`src/rtl/lsu_pkg.sv`:
```
// Shared definitions for the load/store unit: size codes, FSM states, data width.
package lsu_pkg;

   localparam int DATA_W = 32;

   localparam logic [1:0] SZ_BYTE = 2'b00;
   localparam logic [1:0] SZ_HALF = 2'b01;
   localparam logic [1:0] SZ_WORD = 2'b10;

   typedef enum logic [2:0] {
      IDLE,
      RD,
      CAP,
      WR,
      RESP
   } state_e;

   // Size code 11 behaves as a word, so bit 1 alone identifies word accesses.
   function automatic logic is_word(input logic [1:0] size);
      return size[1];
   endfunction

endpackage

```
`src/rtl/lsu_byte_lane.sv`:
```
// Combinational lane logic: load extract/extend and sub-word store merge.
module lsu_byte_lane
   import lsu_pkg::*;
(
   input  logic [DATA_W-1:0] word,
   input  logic [DATA_W-1:0] wdata,
   input  logic [1:0]        offset,
   input  logic [1:0]        size,
   input  logic              sgn,
   output logic [DATA_W-1:0] load_data,
   output logic [DATA_W-1:0] merge_data
);

   logic [4:0]        sh;
   logic [DATA_W-1:0] shifted;
   logic [DATA_W-1:0] mask;

   assign sh = {offset, 3'b000};

   // Shift the addressed lane down for loads, and build a lane mask for merging stores.
   always_comb begin
      shifted   = word >> sh;
      mask      = '1;
      load_data = word;
      case (size)
         SZ_BYTE: begin
            load_data = {{24{sgn & shifted[7]}}, shifted[7:0]};
            mask      = 32'h0000_00FF;
         end
         SZ_HALF: begin
            load_data = {{16{sgn & shifted[15]}}, shifted[15:0]};
            mask      = 32'h0000_FFFF;
         end
         default: begin
            load_data = word;
            mask      = '1;
         end
      endcase
      mask       = mask << sh;
      merge_data = (word & ~mask) | ((wdata << sh) & mask);
   end

endmodule

```
`src/rtl/lsu_mem_ctrl.sv`:
```
// Load/store initiator for a word-addressed synchronous data memory.
// Optional macro LSU_MISALIGN_TRAP_EN: misaligned requests return resp_err
// without touching memory; otherwise low address bits are forced to alignment.
module lsu_mem_ctrl #(
   parameter int ADDR_W = 32,
   parameter int DATA_W = 32
) (
   input  logic              clk,
   input  logic              rst,
   input  logic              req_valid,
   output logic              req_ready,
   input  logic              req_we,
   input  logic [1:0]        req_size,
   input  logic              req_signed,
   input  logic [ADDR_W-1:0] req_addr,
   input  logic [DATA_W-1:0] req_wdata,
   output logic              resp_valid,
   input  logic              resp_ready,
   output logic [DATA_W-1:0] resp_rdata,
   output logic              resp_err,
   output logic [ADDR_W-1:0] address,
   output logic              mem_read,
   output logic              mem_write,
   output logic [DATA_W-1:0] write_data,
   input  logic [DATA_W-1:0] read_data
);

   import lsu_pkg::*;

   state_e            state;
   logic              op_we;
   logic [1:0]        op_size;
   logic              op_sgn;
   logic [1:0]        op_off;
   logic [DATA_W-1:0] op_wdata;
   logic [1:0]        off_al;
   logic              mis;
   logic [DATA_W-1:0] lane_load;
   logic [DATA_W-1:0] lane_merge;

`ifdef LSU_MISALIGN_TRAP_EN
   assign off_al = req_addr[1:0];
   assign mis    = ((req_size == SZ_HALF) && req_addr[0]) ||
                   (is_word(req_size) && (req_addr[1:0] != 2'b00));
`else
   assign off_al = is_word(req_size)   ? 2'b00 :
                   (req_size == SZ_HALF) ? {req_addr[1], 1'b0} : req_addr[1:0];
   assign mis    = 1'b0;
`endif

   lsu_byte_lane u_lane (
      .word       (read_data),
      .wdata      (op_wdata),
      .offset     (op_off),
      .size       (op_size),
      .sgn        (op_sgn),
      .load_data  (lane_load),
      .merge_data (lane_merge)
   );

   // Request sequencer; all handshake and memory outputs are registered here.
   always_ff @(posedge clk) begin
      if (!rst) begin
         state      <= IDLE;
         req_ready  <= 1'b1;
         resp_valid <= 1'b0;
         resp_err   <= 1'b0;
         resp_rdata <= '0;
         address    <= '0;
         write_data <= '0;
         mem_read   <= 1'b0;
         mem_write  <= 1'b0;
         op_we      <= 1'b0;
         op_size    <= SZ_BYTE;
         op_sgn     <= 1'b0;
         op_off     <= 2'b00;
         op_wdata   <= '0;
      end else begin
         mem_read  <= 1'b0;
         mem_write <= 1'b0;
         case (state)
            IDLE: begin
               if (req_valid) begin
                  op_we      <= req_we;
                  op_size    <= req_size;
                  op_sgn     <= req_signed;
                  op_off     <= off_al;
                  op_wdata   <= req_wdata;
                  address    <= req_addr >> 2;
                  resp_rdata <= '0;
                  resp_err   <= mis;
                  req_ready  <= 1'b0;
                  if (mis) begin
                     resp_valid <= 1'b1;
                     state      <= RESP;
                  end else if (req_we && is_word(req_size)) begin
                     write_data <= req_wdata;
                     mem_write  <= 1'b1;
                     state      <= WR;
                  end else begin
                     mem_read <= 1'b1;
                     state    <= RD;
                  end
               end
            end
            RD: state <= CAP;
            CAP: begin
               if (op_we) begin
                  write_data <= lane_merge;
                  mem_write  <= 1'b1;
                  state      <= WR;
               end else begin
                  resp_rdata <= lane_load;
                  resp_valid <= 1'b1;
                  state      <= RESP;
               end
            end
            WR: begin
               resp_valid <= 1'b1;
               state      <= RESP;
            end
            RESP: begin
               if (resp_ready) begin
                  resp_valid <= 1'b0;
                  req_ready  <= 1'b1;
                  state      <= IDLE;
               end
            end
            default: begin
               req_ready <= 1'b1;
               state     <= IDLE;
            end
         endcase
      end
   end

endmodule

```
`config.mk`:
```
export PLATFORM = sky130hd
export DESIGN_NAME = lsu_mem_ctrl
export DESIGN_NICKNAME = d
export VERILOG_FILES = /design/src/rtl/lsu_pkg.sv /design/src/rtl/lsu_byte_lane.sv /design/src/rtl/lsu_mem_ctrl.sv
export SDC_FILE = /design/constraint.sdc
export NUM_CORES = 1
export LEC_CHECK = 0
export ABC_AREA = 1
export CAP_MARGIN = 25
export CORE_MARGIN = 1
export CORE_UTILIZATION = 40
export CTS_CLUSTER_DIAMETER = 60
export DETAILED_ROUTE_END_ITERATION = 8
export PLACE_DENSITY = 0.68
export SETUP_SLACK_MARGIN = 0.5
export SLEW_MARGIN = 20
export SYNTH_ARGS = -nofsm -noshare
export SYNTH_HDL_FRONTEND = slang
export SYNTH_HIERARCHICAL = 1
export SYNTH_SLANG_ARGS = --single-unit
```
`constraint.sdc`:
```
create_clock -name clk -period 1.8 [get_ports clk]
set_input_delay 0.36 -clock clk [delete_from_list [all_inputs] [get_ports clk]]
set_output_delay 0.36 -clock clk [all_outputs]
set_load 0.02 [all_outputs]
```
==> results.py <==
metrics = {
    "finish": {
        "instances_no_fill": 1644,
        "drive_gt1_frac": 0.293,
        "antenna_cells": 0,
        "syn2layout_area_growth_pct": 55.8,
        "post-route-util": 0.639,
        "layout.nets": 1506,
        "final.fill_count": 1594,
    },
    "grt": {
        "grt_pass1_wl_mm": 41.3,
        "first_global_vias": 7876,
        "grt-ovfl-total": 0,
        "antenna_found_initial": 0,
        "track_usage": 0.272,
        "grt_max_degree": 64,
    },
    "clock_network": {
        "clkLatencyLatePin_ns": 0.43,
        "cts_made_buffers": 17,
        "clock_sinks": 139,
        "clk_pin_slew_ns": 0.06,
        "cts_root_buf": "clkbuf_16",
        "hold_buffers": 0,
        "h-tree-depth": 4,
        "cts_max_path_buffers": 2,
        "tritoncts": "built",
    },
    "timing": {
        "finalClockSkew_ns": 0.00864,
        "fin_ws_ns": 0.186,
        "setup_violations": 0,
        "maxSlewViolCount": 0,
        "finalHoldViolCount": 0,
        "fin_crit_sh": 0.896,
        "finalCriticalPeriod_ns": 1.61,
        "rsz0062_at_grt": "yes",
        "fmax_ghz": 0.620,
    },
    "synthesis": {
        "avgSynthCellArea_um2": 6.39,
        "synth.ff_latch_count": 139,
        "synthTopCellsByArea": "dfxtp_1, nand2_1, nor2_1, nand3_1, o21ai_0",
        "ys_types": 34,
        "netlist_instances": 1161,
        "yosysWarnings": 6,
        "yosysSeqAreaShare": 0.375,
        "yosysTopAreaCellShare": 0.375,
        "synth_largest_area_cell": "dfxtp_1",
        "syn-cell-area_um2": 7420,
    },
    "setup_path": {
        "cp-start-kind": "flip-flop",
        "crit_path_end_kind": "flip-flop",
        "r2r_slack_ns": 0.19,
        "max_stage_delay_ns": 0.38,
        "worstSetupPathType": "flip-flop to flip-flop",
        "cp.arrival_ns": 1.94,
        "crit_required_ns": 2.12,
        "crit_buf_inv": 2,
        "crit_family": "simple AND/OR/NAND/NOR gates",
        "path_max_fanout": 7,
        "cp_slowest_cell": "dfxtp_4",
        "path_cells": "buf_4, nor2_4, buf_4, mux2_4, nand3_1, nand2_1, nor2_1, nor2_1",
    },
    "power_and_ir_drop": {
        "ir_drop_mv": 0.773,
        "switchingPower_mw": 4.64,
        "combinationalPowerShare": 0.400,
        "p_clk_frac": 0.301,
        "power_mw": 13.2,
        "p_sw_frac": 0.352,
        "p_per_area_nw_per_um2": 1140,
        "leakage_nw": 5.35,
        "seqPwrFrac": 0.298,
        "internal-power_mw": 8.55,
    },
    "die": {
        "chipWidth_um": 138,
        "die-area_um2": 19100,
        "start_util": 0.410,
        "die_h_um": 138,
        "rows": 49,
        "ios": 205,
        "coreArea_um2": 18100,
    },
    "hold_path": {
        "worst_hold_path_type": "primary input to flip-flop",
    },
    "route": {
        "wl_met1_mm": 11.6,
        "drt_iter0_drc": 1029,
        "vias": 8685,
        "dr_wl_met2_mm": 13.1,
        "drc_errors": 21,
        "wl_met3_mm": 2.56,
        "ant_nets": 0,
        "firstDrtPassIters": 8,
        "route.top_layer_used": "met4",
        "avgViaCountPerCell": 5.28,
        "wl_per_cell_um": 17.1,
        "wirelength_mm": 28.1,
    },
    "status": {
        "status": "finished, violations left",
        "violations": "DRC",
    },
    "place": {
        "finalWeightedCongestion": 0.922,
        "post-dp-hpwl_mm": 17.7,
        "dp_cells": 1552,
        "portBuffers": 201,
        "place_ws_ns": -0.0467,
    },
    "job": {
        "maxCapViolations": 0,
    },
}
## flip-flops by register name (all words and copies together) (netlist names)
signal and count:
op_wdata 32, resp_rdata 32, write_data 32, address 30, state 3, op_off 2, op_size 2, mem_read 1
mem_write 1, op_sgn 1, op_we 1, req_ready 1, resp_valid 1
## area by class of cell
| class | count | area, um^2 | share of cell area |
|---|---|---|---|
| clock inverter | 11 | 190 | 0.0165 |
| timing repair buffer | 302 | 3120 | 0.270 |
| tap | 229 | 287 | 0.0248 |
| clock buffer | 21 | 470 | 0.0407 |
| sequential | 139 | 2870 | 0.248 |
| multi-input combinational | 867 | 4330 | 0.375 |
| inverter | 75 | 297 | 0.0257 |
## cell usage after synthesis, drive strengths merged
| cell | number |
|---|---|
| a22oi | 1 |
| conb | 1 |
| clkbuf | 26 |
| nand2 | 328 |
| clkinv | 1 |
| nor2 | 223 |
| a21oi | 43 |
| nor3b | 2 |
| o211ai | 17 |
| a21boi | 2 |
| nand4 | 1 |
| nor3 | 3 |
| buf | 57 |
| or2 | 4 |
| dfxtp | 139 |
| inv | 74 |
| a211oi | 1 |
| o21ai | 109 |
| mux2 | 4 |
| nand3 | 125 |
## cell usage in the layout, fill, tap and decap left out, types with 20 or more instances in the layout
| master | netlist | routed |
|---|---|---|
| nand2_1 | 323 | 311 |
| nor2_1 | 214 | 203 |
| inv_1 | 67 | 66 |
| dfxtp_2 | 0 | 54 |
| nand3_1 | 110 | 107 |
| o21ai_1 | 19 | 22 |
| dfxtp_1 | 139 | 81 |
| a21oi_1 | 41 | 32 |
| buf_6 | 6 | 30 |
| o21ai_0 | 90 | 43 |
| o21ai_2 | 0 | 41 |
| buf_4 | 17 | 124 |
| clkbuf_16 | 0 | 26 |
| clkdlybuf4s50_1 | 0 | 100 |
| buf_12 | 0 | 20 |
## worst register-to-register path, delay by kind of cell (launching register included)
family                 cells  cell delay, ns
multiplexers               1            0.29
buffers and inverters      2            0.32
AND/OR/NAND/NOR            5            0.52
flip-flops                 1            0.38
## metrics by stage
stage                     area (um^2)  TNS [ns]  hold slack [ns]
after floorplan                  7520         0            0.439
after global placement           9790   -0.0305            0.450
after detailed placement         9790    -0.170            0.454
after CTS                       10600         0            0.279
after global routing            11600         0            0.319
final                           11600         0            0.312
## layer usage
metal  global-route usage  vias to the layer above
li1                     -                     4191
met1                0.356                     4017
met2                0.431                      412
met3               0.0689                       65
met4                0.103                        0
met5                    0                        -
## cells by family after synthesis
logic type / after synthesis / share of synthesized area
AND/OR/NAND/NOR: 686 / 0.391
AO/OA/AOI/OAI: 173 / 0.126
multiplexers: 4 / 0.00607
other: 1 / 0.000505
buffers and inverters: 158 / 0.101
flip-flops: 139 / 0.375
## power by group through the flow
stage          combinational, mW  sequential [mW]  clock [mW]
5_1_grt                     5.65             3.98        4.14
3_3_place_gp                3.86             3.88           0
4_1_cts                     4.28             3.83        4.00
2_1_floorplan               2.12             4.10           0
6_report                    5.28             3.93        3.98
3_5_place_dp                3.86             3.88           0
## worst paths after layout
| check | from | endpoint | cells past startpoint |
|---|---|---|---|
| max | op_off[1] | write_data[4] | 8 |
| min | rst | address[2] | 3 |
| max reg2reg | op_off[1] | write_data[4] | 8 |
| min reg2reg | resp_rdata[21] | resp_rdata[21] | 2 |
## repair_timing
action | CTS | global route
buffers inserted | 32 | 10
pin swaps | 23 | 61
endpoints found under the setup margin | 231 | 222
resized for setup | 478 | 241
gates cloned | 4 | 14
endpoints found under the hold margin | 0 | 0
Note: power is estimated with default switching activity, not from simulation.
